`src/rtl/gamepad_event_ctrl.sv`:
```
// gamepad_event_ctrl: debounced gamepad inputs, press/release event FIFO, IRQ and LED register
module gamepad_event_ctrl #(
  parameter int NUM_INPUTS      = 12,
  parameter int DEBOUNCE_CYCLES = 500000,
  parameter int FIFO_DEPTH      = 8,
  parameter int LED_W           = 8
) (
  input  logic                  clk,
  input  logic                  rst_n,
  input  logic [NUM_INPUTS-1:0] raw_in,
  input  logic                  we,
  input  logic [63:0]           writedata,
  output logic [63:0]           readdata,
  output logic                  irq,
  output logic [LED_W-1:0]      leds
);
  localparam int CW = $clog2(DEBOUNCE_CYCLES + 1);
  localparam int AW = $clog2(FIFO_DEPTH);
  localparam logic [CW-1:0] CMAX = CW'(DEBOUNCE_CYCLES - 1);
  localparam logic [AW:0] FULL = (AW+1)'(FIFO_DEPTH);
  logic [NUM_INPUTS-1:0] s1, s2, stable, stable_nxt, hit, filt;
  logic [CW-1:0] cnt [NUM_INPUTS];
  logic [23:0] press_en, release_en;
  logic irq_en, ovf, full, pop, push_req, push, ovf_set;
  logic cmd_led, cmd_cfg, cmd_pop, cmd_clr, cmd_flush;
  logic [47:0] mem [FIFO_DEPTH];
  logic [47:0] ev, head;
  logic [AW-1:0] wp, rp;
  logic [AW:0] count;
  logic unused;
  assign unused = ^{writedata, press_en, release_en};
  always_ff @(posedge clk) begin
    s1 <= rst_n ? raw_in : '0;
    s2 <= rst_n ? s1 : '0;
    stable <= rst_n ? stable_nxt : '0;
  end
  // hit fires after DEBOUNCE_CYCLES consecutive samples disagreeing with stable
  for (genvar i = 0; i < NUM_INPUTS; i++) begin : g_db
    assign hit[i] = (s2[i] != stable[i]) && (cnt[i] == CMAX);
    always_ff @(posedge clk)
      if (!rst_n || s2[i] == stable[i] || hit[i]) cnt[i] <= '0;
      else cnt[i] <= cnt[i] + 1'b1;
  end
  assign stable_nxt = stable ^ hit;
  assign filt = hit & ((stable_nxt & press_en[NUM_INPUTS-1:0]) | (~stable_nxt & release_en[NUM_INPUTS-1:0]));
  assign ev = {24'(filt), 24'(stable_nxt)};
  assign cmd_led   = we && writedata[63:56] == 8'h01;
  assign cmd_cfg   = we && writedata[63:56] == 8'h02;
  assign cmd_pop   = we && writedata[63:56] == 8'h03;
  assign cmd_clr   = we && writedata[63:56] == 8'h04;
  assign cmd_flush = we && writedata[63:56] == 8'h05;
  assign full     = count == FULL;
  assign pop      = cmd_pop && count != '0;
  assign push_req = |filt && !cmd_flush;
  assign push     = push_req && (!full || pop);
  assign ovf_set  = push_req && full && !pop;
  assign head     = count != '0 ? mem[rp] : '0;
  always_ff @(posedge clk)
    if (push) mem[wp] <= ev;
  always_ff @(posedge clk) begin
    if (!rst_n) begin
      wp <= '0;
      rp <= '0;
      count <= '0;
      ovf <= 1'b0;
      press_en <= '1;
      release_en <= '1;
      irq_en <= 1'b0;
      leds <= '0;
      readdata <= '0;
      irq <= 1'b0;
    end else begin
      if (cmd_flush) begin
        wp <= '0;
        rp <= '0;
        count <= '0;
      end else begin
        wp <= wp + AW'(push);
        rp <= rp + AW'(pop);
        count <= count + (AW+1)'(push) - (AW+1)'(pop);
      end
      ovf <= ovf_set | (ovf & ~cmd_clr);
      if (cmd_led) leds <= writedata[LED_W-1:0];
      if (cmd_cfg) begin
        press_en <= writedata[23:0];
        release_en <= writedata[55:32];
        irq_en <= writedata[24];
      end
      readdata <= {count != '0, ovf, 6'(count), head[47:24], 8'h00, head[23:0]};
      irq <= irq_en && count != '0;
    end
  end
endmodule
```
`config.mk`:
```
export PLATFORM = sky130hd
export DESIGN_NAME = gamepad_event_ctrl
export DESIGN_NICKNAME = d
export VERILOG_FILES = /design/src/rtl/gamepad_event_ctrl.sv
export SDC_FILE = /design/constraint.sdc
export NUM_CORES = 1
export LEC_CHECK = 0
export CAP_MARGIN = 15
export CORE_AREA = 3 3 243 304
export CTS_CLUSTER_DIAMETER = 100
export DETAILED_ROUTE_END_ITERATION = 6
export DIE_AREA = 0 0 246 307
export SLEW_MARGIN = 10
export SYNTH_ARGS = -nofsm -noshare
export SYNTH_HDL_FRONTEND = slang
export SYNTH_SLANG_ARGS = --single-unit
```
`constraint.sdc`:
```
create_clock -name clk -period 5.7 [get_ports clk]
set_input_delay 0.57 -clock clk [delete_from_list [all_inputs] [get_ports clk]]
set_output_delay 0.57 -clock clk [all_outputs]
set_load 0.01 [all_outputs]
```
# --- Yosys cells after proc, flatten, opt, wreduce, memory -nomap -nowiden ---
# Memory sizes are Yosys's and may differ from the RTL's. A register that Yosys moved wholly into a read port is not among the register bits.
# Index checks and enable logic that the tools add are counted.
totals:
  in_bits: 79
  elab_cells: 204
  mem_count: 2
  ff_bits: 145
  out_inout_bits: 73
  ramBits: 420
classes:
  add_sub_neg: 16
  bitwise: 22
  eq_ne: 42
  reduce_logical: 57
  n_mux: 50
memory_table:
  columns: ["name", "words", "word_bits", "read_ports", "rd_ports_with_merged_regs", "write_ports", "line", "text"]
  rows:
  - ["cnt", 12, 19, 12, 0, 12, "22", "logic [CW-1:0] cnt [NUM_INPUTS];"]
  - ["mem", 8, 24, 1, 1, 1, "26", "logic [47:0] mem [FIFO_DEPTH];"]
ops:
  columns: ["operator", "n"]
  rows:
  - ["$add 19x1->19 const B", 12]
  - ["$eq 19x19->1 const B", 12]
  - ["$mux 19", 12]
  - ["$mux 1", 38]
  - ["$and 12x12->12", 3]
  - ["$logic_or 1x1->1", 25]
  - ["$logic_and 1x1->1", 23]
  - ["$eq 8x2->1 const B", 2]
  - ["$eq 8x3->1 const B", 2]
  - ["$or 1x1->1", 13]
  - ["$eq 1x1->1", 12]
  - ["$ne 1x1->1", 12]
  - ["$not 12->12", 1]
  - ["$or 12x12->12", 1]
  - ["$reduce_or 12->1", 1]
  - ["$xor 12x12->12", 1]
  - ["$eq 8x1->1 const B", 1]
  - ["$add 3x1->3", 2]
  - ["$logic_not 1->1", 5]
  - ["$add 4x1->4", 1]
  - ["$eq 4x4->1 const B", 1]
  - ["$reduce_bool 4->1", 1]
  - ["$sub 4x1->4", 1]
  - ["$not 1->1", 2]
  - ["other kinds (3)", 3]

# --- Depth between registers and ports, before layout ---
# Gate-level depths: netlist of run 1.
# An unclocked memory read counts as a cell.
depth:
  word_depth: 13
  depth_mapped: 13
  mapped_depth_nobuf: 12

# --- Least setup slack after synthesis of run 1 ---
# OpenSTA, ideal clock, no wires.
synth_path:
  kind: "flip-flop to flip-flop"
  start: "memory cnt[2][19] in the netlist's numbering"
  end: "memory mem[4][0] in the netlist's numbering, enable pin"
  arrival_ns: 4.609
  stages_incl_launch_ff: 9
  synth_period_minus_slack_ns: 5.084
  n_path_buf: 1
  slack_ns: 0.616
  cell_sequence: "dfxtp_1 -> ha_1 -> and4_1 -> nand4_1 -> nor4_1 -> a2111oi_0 -> a21bo_1 -> buf_6 -> nor4b_1"
synth_rtl:
  columns: ["item", "line"]
  rows:
  - ["from (decl)", "22"]
  - ["to (decl)", "26"]

==> flow_summary.toml, run 1 <==
[route]
ant_nets = 0
via_per_inst = 4.65
vias = 13787
drt_pass1_iterations = 5
drtIter0Drc = 612
wirelength_mm = 46.0
wl_per_cell_um = 15.5
remaining_drc_errors = 0

[clock_network]
path_clk_slew_ns = 0.06
post_cts_resized = 0
h-tree-depth = 2
cts_root_buf = "clkbuf_16"
cts_tree = "yes"
cts_max_path_buffers = 3
cts_hold_buf = 0
cts-buffers-inserted = 55
cts_sinks = 531
cts_setup_buffers = 0
clock_latency_ns = 0.61

[setup_path]
r2r_slack_ns = 2.21
crit_arrival_ns = 3.95
rr_worst_depth = 11
path_max_fanout = 9
path_class = "reg -> reg"
endpoint_kind = "flip-flop"
cp.required_ns = 6.17
cp-start-kind = "flip-flop"
worstReg2RegEnd = "count[2]"
r2r-start = "cnt[0][43]"

[min_path]
min_path_cells = 1
hp-class = "reg -> reg"
hold_end = "s2[0]"
hold_start = "s1[0]"

[status]
outcome = "finished clean"

[yosys]
ys_warn_count = 0
syn_inst = 1869
synth_area_leaders = "dfxtp_1, edfxtp_1, nor2_1"
synth_area_um2 = 21300
synthFlopType = "dfxtp_1"
avgSynthCellArea_um2 = 11.4
synth_top_area_cell = "dfxtp_1"
synthArstFlopShare = 0
synth_cell_type_count = 61
ys_ff_latch = 531
synth_top_cell_area_share = 0.319
synth_edf_count = 192
yosysSeqAreaShare = 0.589

[final_layout]
nets = 2082
finish.utilization = 0.354
layout_commonest_cell = "dfxtp_1"
layout-drive-gt1-share = 0.0998
n_fill_cell = 6943
n_antenna_cell = 0
final_cell_mix = "dfxtp_1, nor2_1, edfxtp_1"
syn_to_final_growth_pct = 17.9

[floorplanning]
die_y_um = 307
initial_core_util = 0.300
dieArea_um2 = 75500
chipWidth_um = 246
num_rows = 109
num_io_pins = 152
coreArea_um2 = 71100

[global_route]
grt_pass1_vias = 13972
grt_pass1_wl_mm = 73.2
grt_start_max_net_pins = 57
grt_use_total = 0.121
grt_overflow = 0
antenna_found_initial = 3

[sta]
fin_skew_ns = 0.0300
finalMaxSlewViolations = 0
post-route-min-period_ns = 3.49
timing.fmax_mhz = 287
fin_crit_sh = 0.611
finalWorstSetupSlack_ns = 2.21
whs_ns = 0.433
slew_headroom = 0.235
hold_viol_final = 0
finalSetupTns_ns = 0
rsz0062_at_grt = "no"
setup_viol = 0
tightest_slew_ns = 1.14

[place]
gp_congestion = 0.767
pre_cts_slack_ns = 1.76
dp_hpwl_mm = 30.8
io_buffers = 86

[pwr]
power-per-cell-area_nw_per_um2 = 307
leakage_nw = 8.49
irDropWorstVdd_v = 0.000214

[job]
drv_cap = 0
## cells in the mapped netlist (2+ instances only)
| cell type | instances |
|---|---|
| xnor2_1 | 77 |
| nor3b_1 | 2 |
| nand4_1 | 36 |
| and2_1 | 51 |
| xor2_1 | 127 |
| nor4b_2 | 2 |
| ha_1 | 22 |
| mux4_2 | 48 |
| mux2_2 | 10 |
| and3b_1 | 6 |
| edfxtp_1 | 192 |
| or4b_2 | 5 |
| buf_4 | 34 |
| o2111ai_1 | 2 |
| o21ai_0 | 17 |
| nor2b_1 | 21 |
| nand2_1 | 125 |
| nor4b_1 | 9 |
| or3_1 | 17 |
| o221ai_1 | 3 |
| buf_1 | 10 |
| nor3_1 | 24 |
| and4_1 | 18 |
| and3_1 | 35 |
| o32ai_1 | 3 |
| clkbuf_1 | 40 |
| mux2i_1 | 34 |
| a22oi_1 | 5 |
| nor4bb_1 | 11 |
| nor4_1 | 12 |
| nand3_1 | 139 |
| or2_2 | 8 |
| a21oi_1 | 16 |
| nand3b_1 | 4 |
| dfxtp_1 | 339 |
| nor2_1 | 306 |
| inv_1 | 35 |
## critical path, cell delays in order (launching register included)
cell and delay, ns:
dfxtp_1 0.33, or4b_1 0.51, or4_4 0.59, o32ai_2 0.38, nor4_1 0.14, a21bo_1 0.39
inv_1 0.20, ha_1 0.19, inv_1 0.06, fa_1 0.37, xor2_1 0.15, nor2_1 0.05
## power breakdown
group          internal (mW)  switching (mW)
clock                   2.18            1.51
sequential              3.91         0.00651
combinational         0.0418          0.0543
## stage by stage
step,power (mW),instance area (um^2),cells
detailed placement,4.09,23200,2866
floorplan,4.06,21400,1902
CTS,7.82,25100,2967
finish,7.70,25100,2967
global route,7.99,25100,2967
global placement,4.09,23200,2865
## per-layer routing
layer  global-route usage  share of wire
met1                0.154           0.45
met2                0.209           0.49
met3               0.0184          0.042
met4               0.0397          0.024
met5                    0              0
## how the worst max path moves through the flow
| stage | start | end | slack, ns | cells past startpoint |
|---|---|---|---|---|
| 2_1_floorplan | cnt[2][19] | mem[4][0] | 0.62 | 8 |
| 3_3_place_gp | cnt[2][48] | mem[7][13] | 1.71 | 7 |
| 3_5_place_dp | cnt[2][70] | mem[7][13] | 1.76 | 7 |
| 4_1_cts | cnt[2][70] | mem[7][21] | 1.75 | 7 |
| 5_1_grt | cnt[2][70] | count[2] | 1.98 | 12 |
| 6_report | cnt[0][43] | count[2] | 2.21 | 11 |
## flip-flops by register name (all words and copies together) (netlist names)
signal and cells:
s2 12, irq_en 1, mem 192, s1 12, press_en 12, wp 3, count 4, cnt 228
stable 12, irq 1, release_en 12, rp 3, leds 8, ovf 1, readdata 30
## cell type report
type / count / area (um^2) / area share
Sequential cell: 531 / 12600 / 0.500
Clock buffer: 66 / 1490 / 0.0593
Timing Repair Buffer: 106 / 1010 / 0.0401
Multi-Input combinational cell: 1251 / 8360 / 0.333
Inverter: 35 / 131 / 0.00523
Clock inverter: 35 / 390 / 0.0155
Tap cell: 943 / 1180 / 0.0470
## cells by family (layout without fill, tap and decap cells)
group / Yosys count / in the layout / share of synthesized area
simple gates: 839 / 839 / 0.195
flops: 531 / 531 / 0.589
xor+xnor: 204 / 204 / 0.0839
buf+inv: 120 / 242 / 0.0275
mux: 92 / 92 / 0.0720
compound gates: 59 / 59 / 0.0182
fa+ha+maj: 23 / 23 / 0.0139
other cells: 1 / 34 / 0.000176
Note: power is estimated with default switching activity, not from simulation.
==> inputs of run 2 (changes only) <==
clock period = 3.4 ns   (was 5.7 ns; I/O delays follow)
==> run 2 against run 1 <==
Against the previous run:
- die area is the same
- cell count grew 2.3%
- worst hold slack lost 0.23 ns
- global-route usage is essentially flat
- critical path depth grew 1
- critical endpoint unchanged
- highest routed layer is now met5
==> flow_summary.toml, run 2 (same netlist as run 1, synthesis figures left out) <==
[status]
outcome = "finished clean"

[floorplanning]
dieArea_um2 = 75500
num_rows = 109
coreArea_um2 = 71100
chipWidth_um = 246
initial_core_util = 0.300
num_io_pins = 152
die_y_um = 307

[global_route]
grt_overflow = 0
grt_pass1_wl_mm = 73.7
antenna_found_initial = 1
grt_use_total = 0.121
grt_pass1_vias = 14003
grt_start_max_net_pins = 54

[place]
gp_congestion = 0.797
dp_hpwl_mm = 31.8
io_buffers = 86
post-place-cells = 2918
placed_area_um2 = 23800

[final_layout]
largest_reg_flops = 228
regMostFlops = "cnt"
syn_to_final_growth_pct = 21.5
top_regs = "cnt x228, mem x192, readdata x30"
final_cell_mix = "dfxtp_1, nor2_1, edfxtp_1"
finish.utilization = 0.364
fin_area_um2 = 25900
nets = 2147
fin_cells = 3034
layout_commonest_cell = "dfxtp_1"
layout-drive-gt1-share = 0.128

[clock_network]
cts_root_buf = "clkbuf_16"
cts_hold_buf = 0
cts_tree = "yes"
clock_latency_ns = 0.62
h-tree-depth = 2
cts_max_path_buffers = 3
cts-buffers-inserted = 56
cts_sinks = 531
path_clk_slew_ns = 0.06

[setup_path]
rr_worst_depth = 12
path_class = "reg -> reg"
cp_cell_sequence = "or4_4, or4_4, o32ai_4, nor4_4, a21bo_1, buf_4, inv_1, ha_1, inv_1, fa_1, xor2_1, nor2_1"
endpoint_kind = "flip-flop"
r2r-start = "cnt[0][44]"
cp-start-kind = "flip-flop"
cp.required_ns = 3.88
max_stage_delay_ns = 0.57
crit_arrival_ns = 3.70
cp_slowest_cell = "or4_4"
worstReg2RegEnd = "count[2]"
r2r_slack_ns = 0.17
path_max_fanout = 3

[route]
vias = 13885
ant_nets = 0
remaining_drc_errors = 0
drt_pass1_iterations = 5
via_per_inst = 4.58
wl_per_cell_um = 15.2
drtIter0Drc = 759
wirelength_mm = 46.1

[sta]
slew_headroom = 0.422
finalMaxSlewViolations = 0
hold_viol_final = 0
post-route-min-period_ns = 3.23
fin_crit_sh = 0.949
rsz0062_at_grt = "no"
fin_skew_ns = 0.0359
setup_viol = 0
timing.fmax_mhz = 310
tightest_slew_ns = 0.867

[pwr]
p_total_mw = 13.1
leakage_nw = 8.90
power-per-cell-area_nw_per_um2 = 504
irDropWorstVdd_v = 0.000371

[min_path]
hold_start = "rst_n"
hold_end = "press_en[8]"
min_path_cells = 2
hp-class = "in -> reg"

[job]
drv_cap = 0
==> run 2: cell types whose count changed in the layout (fill, tap and decap cells not counted), sizes merged <==
| cell | previous run | this run |
|---|---|---|
| clkbuf | 66 | 77 |
| clkinvlp | 4 | 2 |
| clkinv | 21 | 20 |
| inv | 38 | 36 |
| diode | 0 | 1 |
| buf | 21 | 81 |
==> run 2: worst max-delay path, delay by kind of cell (launching register included) <==
kind,cells,cell delay [ns]
adder cells (fa/ha/maj),2,0.55
flip-flops,1,0.31
buffers and inverters,3,0.27
AO/OA/AOI/OAI,2,0.56
XOR/XNOR,1,0.14
AND/OR/NAND/NOR,4,1.24
==> run 2: layer usage <==
layer / track usage / share of wire
met5: 0 / 0.00022
met4: 0.0387 / 0.023
met1: 0.157 / 0.46
met2: 0.202 / 0.47
met3: 0.0260 / 0.047
==> run 2: how the worst max path moves through the flow <==
stage | from | to | slack (ns) | depth (start not counted)
finish | cnt[0][44] | count[2] | 0.17 | 12
global route | cnt[0][44] | count[2] | 0.009 | 12
CTS | cnt[0][48] | mem[2][18] | 0.004 | 10
detailed placement | cnt[0][48] | mem[0][8] | -0.18 | 7
global placement | we | mem[0][14] | -0.11 | 9
floorplan | cnt[0][43] | mem[1][0] | -0.48 | 7
==> run 2: repair_timing <==
action | in CTS | in global routing
setup buffers | 7 | 2
resized for setup | 2 | 5
pin swaps | 5 | 4
gates cloned | 1 | 1
endpoints found under the setup margin | 63 | 25
==> run 2: area by class of cell <==
cell class,instances,area [um^2]
Fill cell,6850,45200
Multi-Input combinational cell,1251,8420
Timing Repair Buffer,170,1650
Inverter,35,131
Clock inverter,30,369
Tap cell,943,1180
Clock buffer,73,1580
Sequential cell,531,12600
Antenna cell,1,2.50
==> run 2: where the power goes <==
group / leakage [nW] / internal (mW) / total, mW / switching (mW)
clock: 0.955 / 3.80 / 6.33 / 2.53
sequential: 4.74 / 6.55 / 6.56 / 0.0108
combinational: 3.20 / 0.0737 / 0.163 / 0.0889
==> run 2: stage by stage <==
step	hold WS (ns)	TNS (ns)	worst slack (ns)
final	0.198	0	0.173
after global routing	0.192	0	0.00913
after CTS	0.171	0	0.00445
after detailed placement	0.419	-3.36	-0.177
after global placement	0.423	-2.94	-0.109
after floorplan	0.412	-37.70	-0.481
==> inputs of run 3 (changes only) <==
CTS_BUF_LIST = sky130_fd_sc_hd__clkbuf_8   (was unset)
REMOVE_ABC_BUFFERS = 1   (was unset)
SLEW_MARGIN = 20   (was 10)
==> run 3 against run 2 <==
Against the previous run:
- clock power shrank 12%
- die area did not move
- utilization decreased by 0.92 points
- power fell by 6.0%
- final area down 2.5%
- maximum frequency increased by 0.48%
- register-to-register slack better by 0.02 ns
- combinational power shrank 4%
- critical path depth down 4
- cell count increased by 0.20%
- global-route usage barely moved
- via count hardly changed
- largest cell class unchanged
==> flow_summary.toml, run 3 (same netlist as run 1, synthesis figures left out) <==
[setup_path]
endpoint_kind = "flip-flop"
r2r_slack_ns = 0.19
path_class = "reg -> reg"
path_common_cell = "buf_12"
cp-start-kind = "flip-flop"
cp.required_ns = 3.73
cp_slowest_cell = "or4b_2"
cp_cell_sequence = "or4b_2, or3_1, o32ai_1, nor4_1, a21bo_1, buf_12, nor4b_2, buf_12"
max_stage_delay_ns = 0.67
path_max_fanout = 24
r2r-start = "cnt[0][12]"
rr_worst_depth = 8
crit_arrival_ns = 3.54
worstReg2RegEnd = "mem[4][22]"

[floorplanning]
dieArea_um2 = 75500
num_io_pins = 152
die_y_um = 307
coreArea_um2 = 71100
num_rows = 109
chipWidth_um = 246
initial_core_util = 0.300

[route]
remaining_drc_errors = 0
ant_nets = 0
drtIter0Drc = 637
wl_per_cell_um = 15.0
vias = 13882
drt_pass1_iterations = 5
wirelength_mm = 45.5
via_per_inst = 4.57

[sta]
slew_headroom = 0.317
finalMaxSlewViolations = 0
fin_crit_sh = 0.944
hold_viol_final = 0
fin_skew_ns = 0.0264
timing.fmax_mhz = 311
finalSetupTns_ns = 0
whs_ns = 0.208
rsz0062_at_grt = "no"
tightest_slew_ns = 1.02
post-route-min-period_ns = 3.21
setup_viol = 0

[pwr]
p_total_mw = 12.3
irDropWorstVdd_v = 0.000223
leakage_nw = 8.68
power-per-cell-area_nw_per_um2 = 486

[min_path]
min_path_cells = 2
hold_start = "rst_n"
hp-class = "in -> reg"
hold_end = "press_en[3]"

[global_route]
antenna_found_initial = 1
grt_pass1_wl_mm = 73.7
grt_pass1_vias = 14381
grt_start_max_net_pins = 63
grt_overflow = 0
grt_use_total = 0.121

[clock_network]
cts_setup_buffers = 0
cts_root_buf = "clkbuf_8"
cts_tree = "yes"
h-tree-depth = 3
path_clk_slew_ns = 0.07
cts_sinks = 531
cts-buffers-inserted = 82
clock_latency_ns = 0.65
cts_max_path_buffers = 3

[job]
drv_cap = 0

[place]
io_buffers = 86
gp_congestion = 0.765
placed_area_um2 = 23500
dp_hpwl_mm = 30.6

[final_layout]
nets = 2129
layout-drive-gt1-share = 0.119
syn_to_final_growth_pct = 18.5
final_cell_mix = "dfxtp_1, nor2_1, edfxtp_1"
n_fill_cell = 6909
top_regs = "cnt x228, mem x192, readdata x30"
largest_reg_flops = 228
layout_commonest_cell = "dfxtp_1"
regMostFlops = "cnt"
fin_area_um2 = 25200

[status]
outcome = "finished clean"
## run 3: report_power, final
group          internal, mW  switching (mW)
logic                0.0715          0.0847
registers              6.55          0.0107
clock network          3.03            2.52
## run 3: through the flow
step | cells | setup slack, ns | utilization
after floorplan | 1817 | -1.68 | -
after global placement | 2886 | 0.143 | 0.331
after detailed placement | 2886 | 0.119 | 0.331
after CTS | 3039 | 0.0902 | 0.355
after global routing | 3040 | 0.0236 | 0.355
final | 3040 | 0.189 | 0.355
## run 3: critical path: cells and delay by family (launching register included)
family / cells / cell delay (ns)
AOI/OAI and AO/OA: 2 / 0.57
and+or+nand+nor: 4 / 1.59
DFF: 1 / 0.32
buffers and inverters: 2 / 0.41
## run 3: timing repair
action	4_1_cts	5_1_grt
endpoints found under the setup margin	0	15
hold buffers	0	0
resized for setup	0	2
## run 3: final cells by class
type                    count  area (um^2)  share of cell area
multi-input cells        1251         8380               0.332
clock inverters            58          423              0.0168
clock buffers              95         1310              0.0518
diodes                      1         2.50           0.0000992
repair buffers            126         1260              0.0499
flip-flops and latches    531        12600               0.498
inverters                  35          131             0.00521
well taps                 943         1180              0.0468
## run 3: worst max path at each step
stage	from	endpoint	slack (ns)	cells past startpoint
3_3_place_gp	cnt[0][43]	count[2]	0.14	11
5_1_grt	cnt[0][43]	count[2]	0.02	11
2_1_floorplan	cnt[2][19]	mem[4][0]	-1.68	7
6_report	cnt[0][12]	mem[4][22]	0.19	8
4_1_cts	cnt[0][43]	mem[4][2]	0.09	8
3_5_place_dp	cnt[0][43]	mem[4][3]	0.12	8
## run 3: per-layer routing
metal,global-route usage,vias up,share of wire
li1,-,6813,-
met1,0.146,6731,0.43
met2,0.207,257,0.49
met3,0.0242,81,0.046
met4,0.0577,0,0.035
met5,0,-,0
